### config.mk
export PLATFORM = sky130hd
export DESIGN_NAME = vedic_mul_seq_8x8_flat
export DESIGN_NICKNAME = d
export VERILOG_FILES = /design/src/rtl/vedic_mul_seq_8x8_if.sv /design/src/rtl/vedic_mul_seq_8x8.sv /design/src/flat_wrapper.sv
export SDC_FILE = /design/constraint.sdc
export NUM_CORES = 1
export LEC_CHECK = 0
export CORE_UTILIZATION = 55
export CTS_BUF_LIST = sky130_fd_sc_hd__clkbuf_4 sky130_fd_sc_hd__clkbuf_8
export DETAILED_ROUTE_END_ITERATION = 16
export GPL_ROUTABILITY_DRIVEN = 0
export PLACE_DENSITY = 0.78
export RECOVER_POWER = 100
export SLEW_MARGIN = 20
export SYNTH_ARGS = -nofsm -noshare
export SYNTH_HDL_FRONTEND = slang
export SYNTH_SLANG_ARGS = --single-unit
### constraint.sdc
create_clock -name clk -period 7.06 [get_ports clk]
set_input_delay 1.412 -clock clk [delete_from_list [all_inputs] [get_ports clk]]
set_output_delay 1.412 -clock clk [all_outputs]
set_load 0.05 [all_outputs]
### src/rtl/vedic_mul_seq_8x8_if.sv
// Operand/result bundle for the sequential 8x8 vedic multiplier.
// Handshake: a transfer happens on the rising edge where valid and ready are both high; the sender holds its payload stable from raising valid until that edge.
interface vedic_mul_seq_8x8_if;
  logic [7:0]  a;
  logic [7:0]  b;
  logic        in_valid;
  logic        in_ready;
  logic [15:0] out;
  logic        out_valid;
  logic        out_ready;

  modport master (output a, b, in_valid, out_ready, input in_ready, out, out_valid);
  modport slave  (input a, b, in_valid, out_ready, output in_ready, out, out_valid);
endinterface

### src/rtl/vedic_mul_seq_8x8.sv
// 8x8 unsigned multiplier that time-multiplexes one combinational 4x4 vedic core
// over four nibble passes, shift-accumulating the partial products.

module vedic_mul_2_2 (
  input  logic [1:0] a,
  input  logic [1:0] b,
  output logic [3:0] out
);
  logic s1, c1, s2, c2;
  assign s1  = (a[1] & b[0]) ^ (a[0] & b[1]);
  assign c1  = (a[1] & b[0]) & (a[0] & b[1]);
  assign s2  = (a[1] & b[1]) ^ c1;
  assign c2  = (a[1] & b[1]) & c1;
  assign out = {c2, s2, s1, a[0] & b[0]};
endmodule

module vedic_mul_4_4 (
  input  logic [3:0] a,
  input  logic [3:0] b,
  output logic [7:0] out
);
  logic [3:0] q0, q1, q2, q3;

  vedic_mul_2_2 u_ll (.a(a[1:0]), .b(b[1:0]), .out(q0));
  vedic_mul_2_2 u_hl (.a(a[3:2]), .b(b[1:0]), .out(q1));
  vedic_mul_2_2 u_lh (.a(a[1:0]), .b(b[3:2]), .out(q2));
  vedic_mul_2_2 u_hh (.a(a[3:2]), .b(b[3:2]), .out(q3));

  // Vertical-and-crosswise recombination of the four 2x2 products.
  assign out = {4'd0, q0} + {2'd0, q1, 2'd0} + {2'd0, q2, 2'd0} + {q3, 4'd0};
endmodule

module vedic_mul_seq_8x8 #(
  parameter bit ZERO_BYPASS = 1'b1
) (
  input  logic                      clk,
  input  logic                      rst_n,
  vedic_mul_seq_8x8_if.slave        bus,
  output logic                      busy,
  output logic [1:0]                dbg_state
);
  typedef enum logic [1:0] {
    IDLE = 2'd0,
    CALC = 2'd1,
    DONE = 2'd2
  } state_t;

  state_t      state, state_nxt;
  logic [7:0]  ra, rb;
  logic [15:0] acc, acc_sum, pp_shift, out_r;
  logic [1:0]  step;
  logic [3:0]  core_a, core_b;
  logic [7:0]  pp;
  logic        zero_hit;

  assign zero_hit = ZERO_BYPASS && ((bus.a == 8'd0) || (bus.b == 8'd0));

  always_ff @(posedge clk or negedge rst_n) begin
    if (!rst_n) state <= IDLE;
    else        state <= state_nxt;
  end

  always_comb begin
    state_nxt = state;
    case (state)
      IDLE:    if (bus.in_valid) state_nxt = zero_hit ? DONE : CALC;
      CALC:    if (step == 2'd3) state_nxt = DONE;
      DONE:    if (bus.out_ready) state_nxt = IDLE;
      default: state_nxt = IDLE;
    endcase
  end

  // step[0] picks the ra nibble, step[1] the rb nibble; shift is the sum of both nibble weights.
  always_comb begin
    core_a = step[0] ? ra[7:4] : ra[3:0];
    core_b = step[1] ? rb[7:4] : rb[3:0];
    case (step)
      2'd0:    pp_shift = {8'd0, pp};
      2'd1,
      2'd2:    pp_shift = {4'd0, pp, 4'd0};
      default: pp_shift = {pp, 8'd0};
    endcase
    acc_sum = acc + pp_shift;
  end

  vedic_mul_4_4 u_core (.a(core_a), .b(core_b), .out(pp));

  always_ff @(posedge clk or negedge rst_n) begin
    if (!rst_n) begin
      ra    <= 8'd0;
      rb    <= 8'd0;
      acc   <= 16'd0;
      step  <= 2'd0;
      out_r <= 16'd0;
    end else begin
      case (state)
        IDLE: begin
          if (bus.in_valid) begin
            ra   <= bus.a;
            rb   <= bus.b;
            acc  <= 16'd0;
            step <= 2'd0;
            if (zero_hit) out_r <= 16'd0;
          end
        end
        CALC: begin
          acc <= acc_sum;
          if (step == 2'd3) begin
            out_r <= acc_sum;
            step  <= 2'd0;
          end else begin
            step <= step + 2'd1;
          end
        end
        default: ;
      endcase
    end
  end

  assign bus.in_ready  = (state == IDLE);
  assign bus.out_valid = (state == DONE);
  assign bus.out       = out_r;
  assign busy          = (state == CALC) || (state == DONE);
  assign dbg_state     = state;
endmodule

### src/flat_wrapper.sv
// flat-port wrapper written by rule: the top's interface ports become plain ports
module vedic_mul_seq_8x8_flat 
#(
  parameter bit ZERO_BYPASS = 1'b1
)
  (clk, rst_n, busy, dbg_state, bus_a, bus_b, bus_in_valid, bus_out_ready, bus_in_ready, bus_out, bus_out_valid);
  vedic_mul_seq_8x8_if bus_i ();
  input  logic clk;
  input  logic rst_n;
  output logic busy;
  output logic [1:0] dbg_state;
  input wire logic [$bits(bus_i.a)-1:0] bus_a;
  input wire logic [$bits(bus_i.b)-1:0] bus_b;
  input wire logic [$bits(bus_i.in_valid)-1:0] bus_in_valid;
  input wire logic [$bits(bus_i.out_ready)-1:0] bus_out_ready;
  output wire logic [$bits(bus_i.in_ready)-1:0] bus_in_ready;
  output wire logic [$bits(bus_i.out)-1:0] bus_out;
  output wire logic [$bits(bus_i.out_valid)-1:0] bus_out_valid;
  assign bus_i.a = bus_a;
  assign bus_i.b = bus_b;
  assign bus_i.in_valid = bus_in_valid;
  assign bus_i.out_ready = bus_out_ready;
  assign bus_in_ready = bus_i.in_ready;
  assign bus_out = bus_i.out;
  assign bus_out_valid = bus_i.out_valid;
  vedic_mul_seq_8x8 #(.ZERO_BYPASS(ZERO_BYPASS)) u_core (.clk(clk), .rst_n(rst_n), .bus(bus_i), .busy(busy), .dbg_state(dbg_state));
endmodule
# == Word-level counts from Yosys, hierarchy flattened ==
# Index checks and enable logic that the tools add are counted.
# Widths: inputs -> output; s select.
# word_totals
inputBits,20
wordCells,81
register_bits,52
out_inout_bits,21
# classes
n_addsub,5
reduce_logical,12
bitwise,32
n_mux,17
n_eq_ne,9
# ops
cell,count
$pmux 16 s2,3
$mux 16,4
$and 1x1->1,24
$add 16x16->16,1
$logic_not 8->1,2
$mux 2,6
$add 7x6->8,1
$add 8x8->8,1
$mux 4,2
$xor 1x1->1,8
$add 4x6->7,1
$eq 2x2->1 const B,3
$pmux 2 s3,1
$eq 2x1->1 const B,2
$logic_not 2->1,2
$ne 2x1->1 const B,2
$ne 2x2->1 const B,2
$pmux 2 s2,1
$reduce_and 2->1,2
$reduce_and 4->1,1
$reduce_and 3->1,1
$add 2x1->2 const B,1
$logic_or 1x1->1,2
$reduce_bool 2->1,1
$reduce_or 2->1,1

# == Logic depth before layout (Yosys ltp) ==
# depth
word_depth,11
depth_mapped,22
ltp_nobuf,21

# == Modules after synthesis ==
# From an unflattened synthesis, not the netlist that was laid out.
# hier_totals
cells_unflattened,374
area_unflattened_um2,3582.2
# modules_own_cells
module,seq_area_each_um2,area_per_inst_um2,cells_each,n_inst
vedic_mul_seq_8x8,1301.2,3042.9,311,1
vedic_mul_2_2,0.0,72.6,9,4
vedic_mul_4_4,0.0,249.0,27,1

# == Worst setup path after synthesis ==
# OpenSTA, ideal clock, no wires.
# synth_path
path_type,register -> register
startpoint,register u_core.step[0]
endpoint,"register u_core.out_r[13], in the netlist u_core.bus.out[13]"
path_stages_with_launch,21
period_less_slack_ns,5.019
path_buffers,1
arrival_ns,4.897
path_slack_ns,2.041
cell_sequence,dfrtp_1 > clkbuf_1 > mux2i_1 > nor2_1 > ha_1 > ha_1 > inv_1 > fa_1 > inv_1 > fa_1 > a21o_1 > a21oi_1 > xnor2_1 > a22oi_1 > nor2_1 > ha_1 > a41o_1 > a21o_1 > o311a_1 > or3_1 > a32o_1
# synth_between
elab_chain_cells,11
word_cells_on_any_way,47
classes_between,add/sub (4); eq/ne (4); mux (4); bitwise (32); reduce/logical (3)
# synth_lines
item,line_no,source
from (decl),vedic_mul_seq_8x8.sv:51,logic [1:0] step;
from (signal assigned),vedic_mul_seq_8x8.sv:112,step <= step + 2'd1;
$mux 4,vedic_mul_seq_8x8.sv:75,core_a = step[0] ? ra[7:4] : ra[3:0];
$and 1x1->1,"vedic_mul_seq_8x8.sv:10, vedic_mul_seq_8x8.sv:11",
$and 1x1->1,vedic_mul_seq_8x8.sv:11,assign c1 = (a[1] & b[0]) & (a[0] & b[1]);
$xor 1x1->1 or $and 1x1->1 (tied branches),"vedic_mul_seq_8x8.sv:12, vedic_mul_seq_8x8.sv:13",
$add 4x6->7,vedic_mul_seq_8x8.sv:30,"assign out = {4'd0, q0} + {2'd0, q1, 2'd0} + {2'd0, q2, 2'd0} + {q3, 4'd0};"
$add 7x6->8,vedic_mul_seq_8x8.sv:30,
$add 8x8->8,vedic_mul_seq_8x8.sv:30,
$pmux 16 s2,vedic_mul_seq_8x8.sv:77,case (step)
$add 16x16->16,vedic_mul_seq_8x8.sv:83,acc_sum = acc + pp_shift;
$mux 16,vedic_mul_seq_8x8.sv:108,if (step == 2'd3) begin
$pmux 16 s2,vedic_mul_seq_8x8.sv:96,case (state)
to (signal assigned),vedic_mul_seq_8x8.sv:109,out_r <= acc_sum;
to (decl),vedic_mul_seq_8x8.sv:50,"logic [15:0] acc, acc_sum, pp_shift, out_r;"
# Several ways; a longest one is shown, not always the timed one. The select of a mux whose other input is x is not followed.
# A chain may end at the register's enable or synchronous reset.

# == Final worst setup path ==
# layout_path
startpoint,register u_core.step[1]
endpoint,register u_core.acc[15]
# layout_between
elab_chain_cells,10
word_cells_on_any_way,43
classes_between,add/sub (4); eq/ne (2); mux (3); bitwise (32); reduce/logical (2)
# layout_lines
item,line_no,source
$mux 4,vedic_mul_seq_8x8.sv:76,core_b = step[1] ? rb[7:4] : rb[3:0];
$and 1x1->1,"vedic_mul_seq_8x8.sv:10, vedic_mul_seq_8x8.sv:11",
$and 1x1->1,vedic_mul_seq_8x8.sv:11,
$xor 1x1->1 or $and 1x1->1 (tied branches),"vedic_mul_seq_8x8.sv:12, vedic_mul_seq_8x8.sv:13",
$add 4x6->7,vedic_mul_seq_8x8.sv:30,
$add 7x6->8,vedic_mul_seq_8x8.sv:30,
$add 8x8->8,vedic_mul_seq_8x8.sv:30,
$pmux 16 s2 *,vedic_mul_seq_8x8.sv:77,
$add 16x16->16 *,vedic_mul_seq_8x8.sv:83,
$pmux 16 s2 *,vedic_mul_seq_8x8.sv:96,
to (signal assigned),vedic_mul_seq_8x8.sv:107,acc <= acc_sum;
to (decl),vedic_mul_seq_8x8.sv:50,
# Every way passes the cells marked *; elsewhere a longest branch is shown, timed or not.

==> flow_results.xml <==
<?xml version="1.0" encoding="UTF-8"?>
<metrics>
  <group name="worst_setup_path">
    <metric name="cp.required" unit="ns">7.30</metric>
    <metric name="cp_data_arrival_time" unit="ns">5.63</metric>
    <metric name="worst-path-buf-inv" unit="">2</metric>
    <metric name="critical_path.cell_chain" unit="">mux2i_1 -&gt; nor2_1 -&gt; ha_1 -&gt; ha_1 -&gt; inv_1 -&gt; fa_1 -&gt; inv_1 -&gt; fa_1 -&gt; a21o_1 -&gt; a21oi_1 -&gt; xnor2_1 -&gt; a22oi_1 -&gt; nor2_1 -&gt; ha_1 -&gt; and4_1 -&gt; a21boi_0 -&gt; o21ai_0 -&gt; a2111o_1 -&gt; nand3_1</metric>
    <metric name="timing.critical_path.slowest_cell_delay" unit="ns">0.56</metric>
    <metric name="path_class" unit="">flop to flop</metric>
    <metric name="cp_top_family" unit="">adder cells</metric>
    <metric name="timing.critical_path.from_type" unit="">flop</metric>
    <metric name="critical_path.most_common_cell" unit="">sky130_fd_sc_hd__ha_1</metric>
    <metric name="cp_slowest_cell" unit="">sky130_fd_sc_hd__dfrtp_1</metric>
    <metric name="worst-path-max-fanout" unit="">8</metric>
    <metric name="end_kind" unit="">flop</metric>
  </group>
  <group name="logic_synthesis">
    <metric name="synth_cells" unit="">380</metric>
    <metric name="synth.avg_cell_area" unit="um^2">9.48</metric>
    <metric name="synthesis.area" unit="um^2">3600</metric>
    <metric name="synthAdderAreaFrac" unit="%">14.4</metric>
    <metric name="yosys_most_used_dff" unit="">sky130_fd_sc_hd__dfrtp_1</metric>
    <metric name="synth.top_cells.by_count" unit="">sky130_fd_sc_hd__dfrtp_1 (52), sky130_fd_sc_hd__nand2_1 (42), sky130_fd_sc_hd__ha_1 (32)</metric>
    <metric name="post-synth-top-count-cell" unit="">sky130_fd_sc_hd__dfrtp_1</metric>
    <metric name="synth_warn" unit="">0</metric>
    <metric name="synthArstFlopShare" unit="%">100</metric>
    <metric name="synthDominantAreaCellType" unit="">sky130_fd_sc_hd__dfrtp_1</metric>
    <metric name="yosys-top-cells-area" unit="">sky130_fd_sc_hd__dfrtp_1 (36%), sky130_fd_sc_hd__ha_1 (11%), sky130_fd_sc_hd__mux2_2 (5.6%), sky130_fd_sc_hd__nand2_1 (4.4%), sky130_fd_sc_hd__o21ai_0 (3.9%)</metric>
    <metric name="synthesized_area_fraction_occupied_by_and_or_nand_nor_cells" unit="%">14.4</metric>
    <metric name="sequential_area_share_after_synthesis" unit="%">36.1</metric>
    <metric name="synth-xor-area-share" unit="%">2.92</metric>
    <metric name="synthDistinctLibCells" unit="">49</metric>
    <metric name="yosys_register_bits" unit="">52</metric>
    <metric name="synth_top_family_by_area" unit="">compound AO/OA/AOI/OAI gates</metric>
    <metric name="synthMuxAreaShare" unit="%">8.96</metric>
    <metric name="synth_compound_gate_area_share" unit="%">19.3</metric>
    <metric name="postSynthNetCount" unit="">438</metric>
    <metric name="post_synth_edffs" unit="">0</metric>
    <metric name="area_share_of_the_largest_cell_type_after_synthesis" unit="%">36.1</metric>
  </group>
  <group name="detailed_routing">
    <metric name="post_drt_wl_per_cell" unit="um">15.4</metric>
    <metric name="drt_first_iter_violations" unit="">137</metric>
    <metric name="drt_pass1_iterations" unit="">5</metric>
    <metric name="detailroute.via_count" unit="">2945</metric>
    <metric name="via_per_inst" unit="">5.95</metric>
    <metric name="drc_errors" unit="">0</metric>
    <metric name="wirelength" unit="um">7640</metric>
    <metric name="ant_nets" unit="">0</metric>
  </group>
  <group name="place">
    <metric name="numPlacedInstances" unit="">487</metric>
    <metric name="dp_hpwl" unit="um">5920</metric>
    <metric name="place_ws" unit="ns">1.78</metric>
    <metric name="port_buffers" unit="">40</metric>
  </group>
  <group name="cts">
    <metric name="clock_sink_count" unit="">52</metric>
    <metric name="insertion_delay" unit="ns">0.31</metric>
    <metric name="cts_buffers" unit="">5</metric>
    <metric name="path_clk_slew" unit="ns">0.09</metric>
    <metric name="cts_max_level" unit="">2</metric>
    <metric name="cts_buffer_depth" unit="">2</metric>
    <metric name="cts_root_buf" unit="">sky130_fd_sc_hd__clkbuf_8</metric>
    <metric name="cts_tree" unit="">built</metric>
    <metric name="postCtsResizedCells" unit="">0</metric>
    <metric name="cts_setup_buffers" unit="">0</metric>
    <metric name="cts_hold_repair.buffers" unit="">0</metric>
  </group>
  <group name="grt">
    <metric name="pin_count_of_the_biggest_net_entering_global_routing" unit="">53</metric>
    <metric name="grt_util_all_layers" unit="%">23.8</metric>
    <metric name="number_of_global_route_vias_before_repair" unit="">2972</metric>
    <metric name="antenna_found_initial" unit="">0</metric>
    <metric name="global_route_wire_length_before_repair" unit="um">13500</metric>
    <metric name="grt_overflow" unit="">0</metric>
  </group>
  <group name="cells_and_area">
    <metric name="ff_latch_area" unit="um^2">1300</metric>
    <metric name="final_net_count" unit="">475</metric>
    <metric name="area_of_the_multi_input_gates" unit="um^2">2150</metric>
    <metric name="antenna_cells" unit="">0</metric>
    <metric name="layout.cells.non_filler" unit="">495</metric>
    <metric name="fillerInstances" unit="">523</metric>
    <metric name="area.growth.synth_to_final" unit="%">15.4</metric>
    <metric name="share_of_cells_above_drive_strength_1" unit="%">7.42</metric>
  </group>
  <group name="timing">
    <metric name="final.period_utilization" unit="%">76.3</metric>
    <metric name="final_max_slew_viol_count" unit="">53</metric>
    <metric name="finalHoldViolCount" unit="">0</metric>
    <metric name="period_minus_slack" unit="ns">5.39</metric>
    <metric name="rsz0062_at_grt" unit="">no</metric>
    <metric name="final_critical_path_setup_slack" unit="ns">1.67</metric>
    <metric name="hold_slack" unit="ns">0.477</metric>
    <metric name="max_slew_margin" unit="%">-80.0</metric>
    <metric name="finalClockSkew" unit="ns">0.00803</metric>
    <metric name="slew_worst_pin" unit="ns">2.70</metric>
    <metric name="setup_violations" unit="">0</metric>
    <metric name="timing.fmax" unit="MHz">186</metric>
    <metric name="finalSetupTns" unit="ns">0</metric>
  </group>
  <group name="die">
    <metric name="core_area" unit="um^2">6350</metric>
    <metric name="die_x" unit="um">82.9</metric>
    <metric name="die_height" unit="um">82.9</metric>
    <metric name="dieArea" unit="um^2">6880</metric>
    <metric name="row_count" unit="">29</metric>
    <metric name="design.portCount" unit="">41</metric>
    <metric name="initial_core_util" unit="%">56.7</metric>
  </group>
  <group name="run_status">
    <metric name="violations" unit="">capacitance limit, slew limit</metric>
    <metric name="outcome" unit="">finished, violations left</metric>
  </group>
  <group name="worst_hold_path">
    <metric name="timing.hold.worst.class" unit="">flop to flop</metric>
  </group>
  <group name="flow_run">
    <metric name="maxCapViolations" unit="">1</metric>
  </group>
</metrics>
-- state kept, by name, indices dropped and copies added (netlist names) --
register,cells
u_core.dbg_state,2
u_core.bus.out,16
u_core.acc,16
u_core.rb,8
u_core.ra,8
u_core.step,2
-- final timing paths --
check,slack (ns),to,depth (start not counted),start
max in group asynchronous,3.49,u_core.acc[15],2,rst_n
max,1.67,u_core.acc[15],19,u_core.step[1]
min,0.48,u_core.bus.out[10],2,u_core.bus.out[10]
min in group asynchronous,2.05,u_core.bus.out[5],2,rst_n
max reg2reg,1.67,u_core.acc[15],19,u_core.step[1]
min reg2reg,0.48,u_core.bus.out[10],2,u_core.bus.out[10]
-- worst register-to-register path, delay by kind of cell, from the launching register on --
family	cells	cell delay, ns
XOR/XNOR	1	0.14
AND/OR/NAND/NOR	4	0.47
AO/OA/AOI/OAI	6	1.80
adder cells (fa/ha/maj)	5	1.85
flip-flops	1	0.56
multiplexers	1	0.37
buffers and inverters	2	0.13
-- logic make-up after synthesis --
family / after synthesis
compound gates: 100
xor+xnor: 12
fa+ha+maj: 38
buf+inv: 37
flops: 52
mux: 30
simple gates: 111
-- through the flow --
step,util (%),instance area (um^2)
floorplan,-,3600
global placement,64.0,4070
detailed placement,64.0,4070
CTS,65.8,4180
global route,65.5,4160
finish,65.5,4160
-- cells in the final DEF, fill, tap and decap left out, types with 4 or more instances in the layout --
cell type                          n
sky130_fd_sc_hd__xnor2_1           7
sky130_fd_sc_hd__fa_1              6
sky130_fd_sc_hd__nand2_1          42
sky130_fd_sc_hd__dlygate4sd3_1    22
sky130_fd_sc_hd__mux2_2           18
sky130_fd_sc_hd__ha_1             32
sky130_fd_sc_hd__a211oi_1          6
sky130_fd_sc_hd__a21oi_1          14
sky130_fd_sc_hd__and3_1            4
sky130_fd_sc_hd__inv_1            25
sky130_fd_sc_hd__xor2_1            5
sky130_fd_sc_hd__nor2b_1           4
sky130_fd_sc_hd__nand4_1           4
sky130_fd_sc_hd__mux2i_1          12
sky130_fd_sc_hd__clkbuf_8          5
sky130_fd_sc_hd__and2_1            6
sky130_fd_sc_hd__dfrtp_1          52
sky130_fd_sc_hd__nand3_1           6
sky130_fd_sc_hd__nor2_1           27
sky130_fd_sc_hd__a21boi_0          4
sky130_fd_sc_hd__clkdlybuf4s50_1  17
sky130_fd_sc_hd__a21o_1           11
sky130_fd_sc_hd__o21ai_0          28
sky130_fd_sc_hd__a22o_1            7
sky130_fd_sc_hd__a32oi_1           4
sky130_fd_sc_hd__nor4_1            5
-- metal layers --
layer | global-route usage, % | share of wire [%] | vias to the layer above
met5 | 0 | 0 | -
met4 | 7.84 | 1.1 | 0
met3 | 3.28 | 3.6 | 9
met2 | 42.4 | 51 | 66
met1 | 29.6 | 45 | 1431
li1 | - | - | 1439
-- cell type report --
type	instances	area share, %
repair buffers	42	9.69
inverters	25	2.26
well taps	77	2.32
flip-flops and latches	52	31.3
clock inverters	2	0.843
multi-input cells	291	51.8
clock buffers	6	1.84
Power is left out: the tool's default activity adds up to more than one toggle a clock period on the data nets, which glitch-free logic cannot reach.
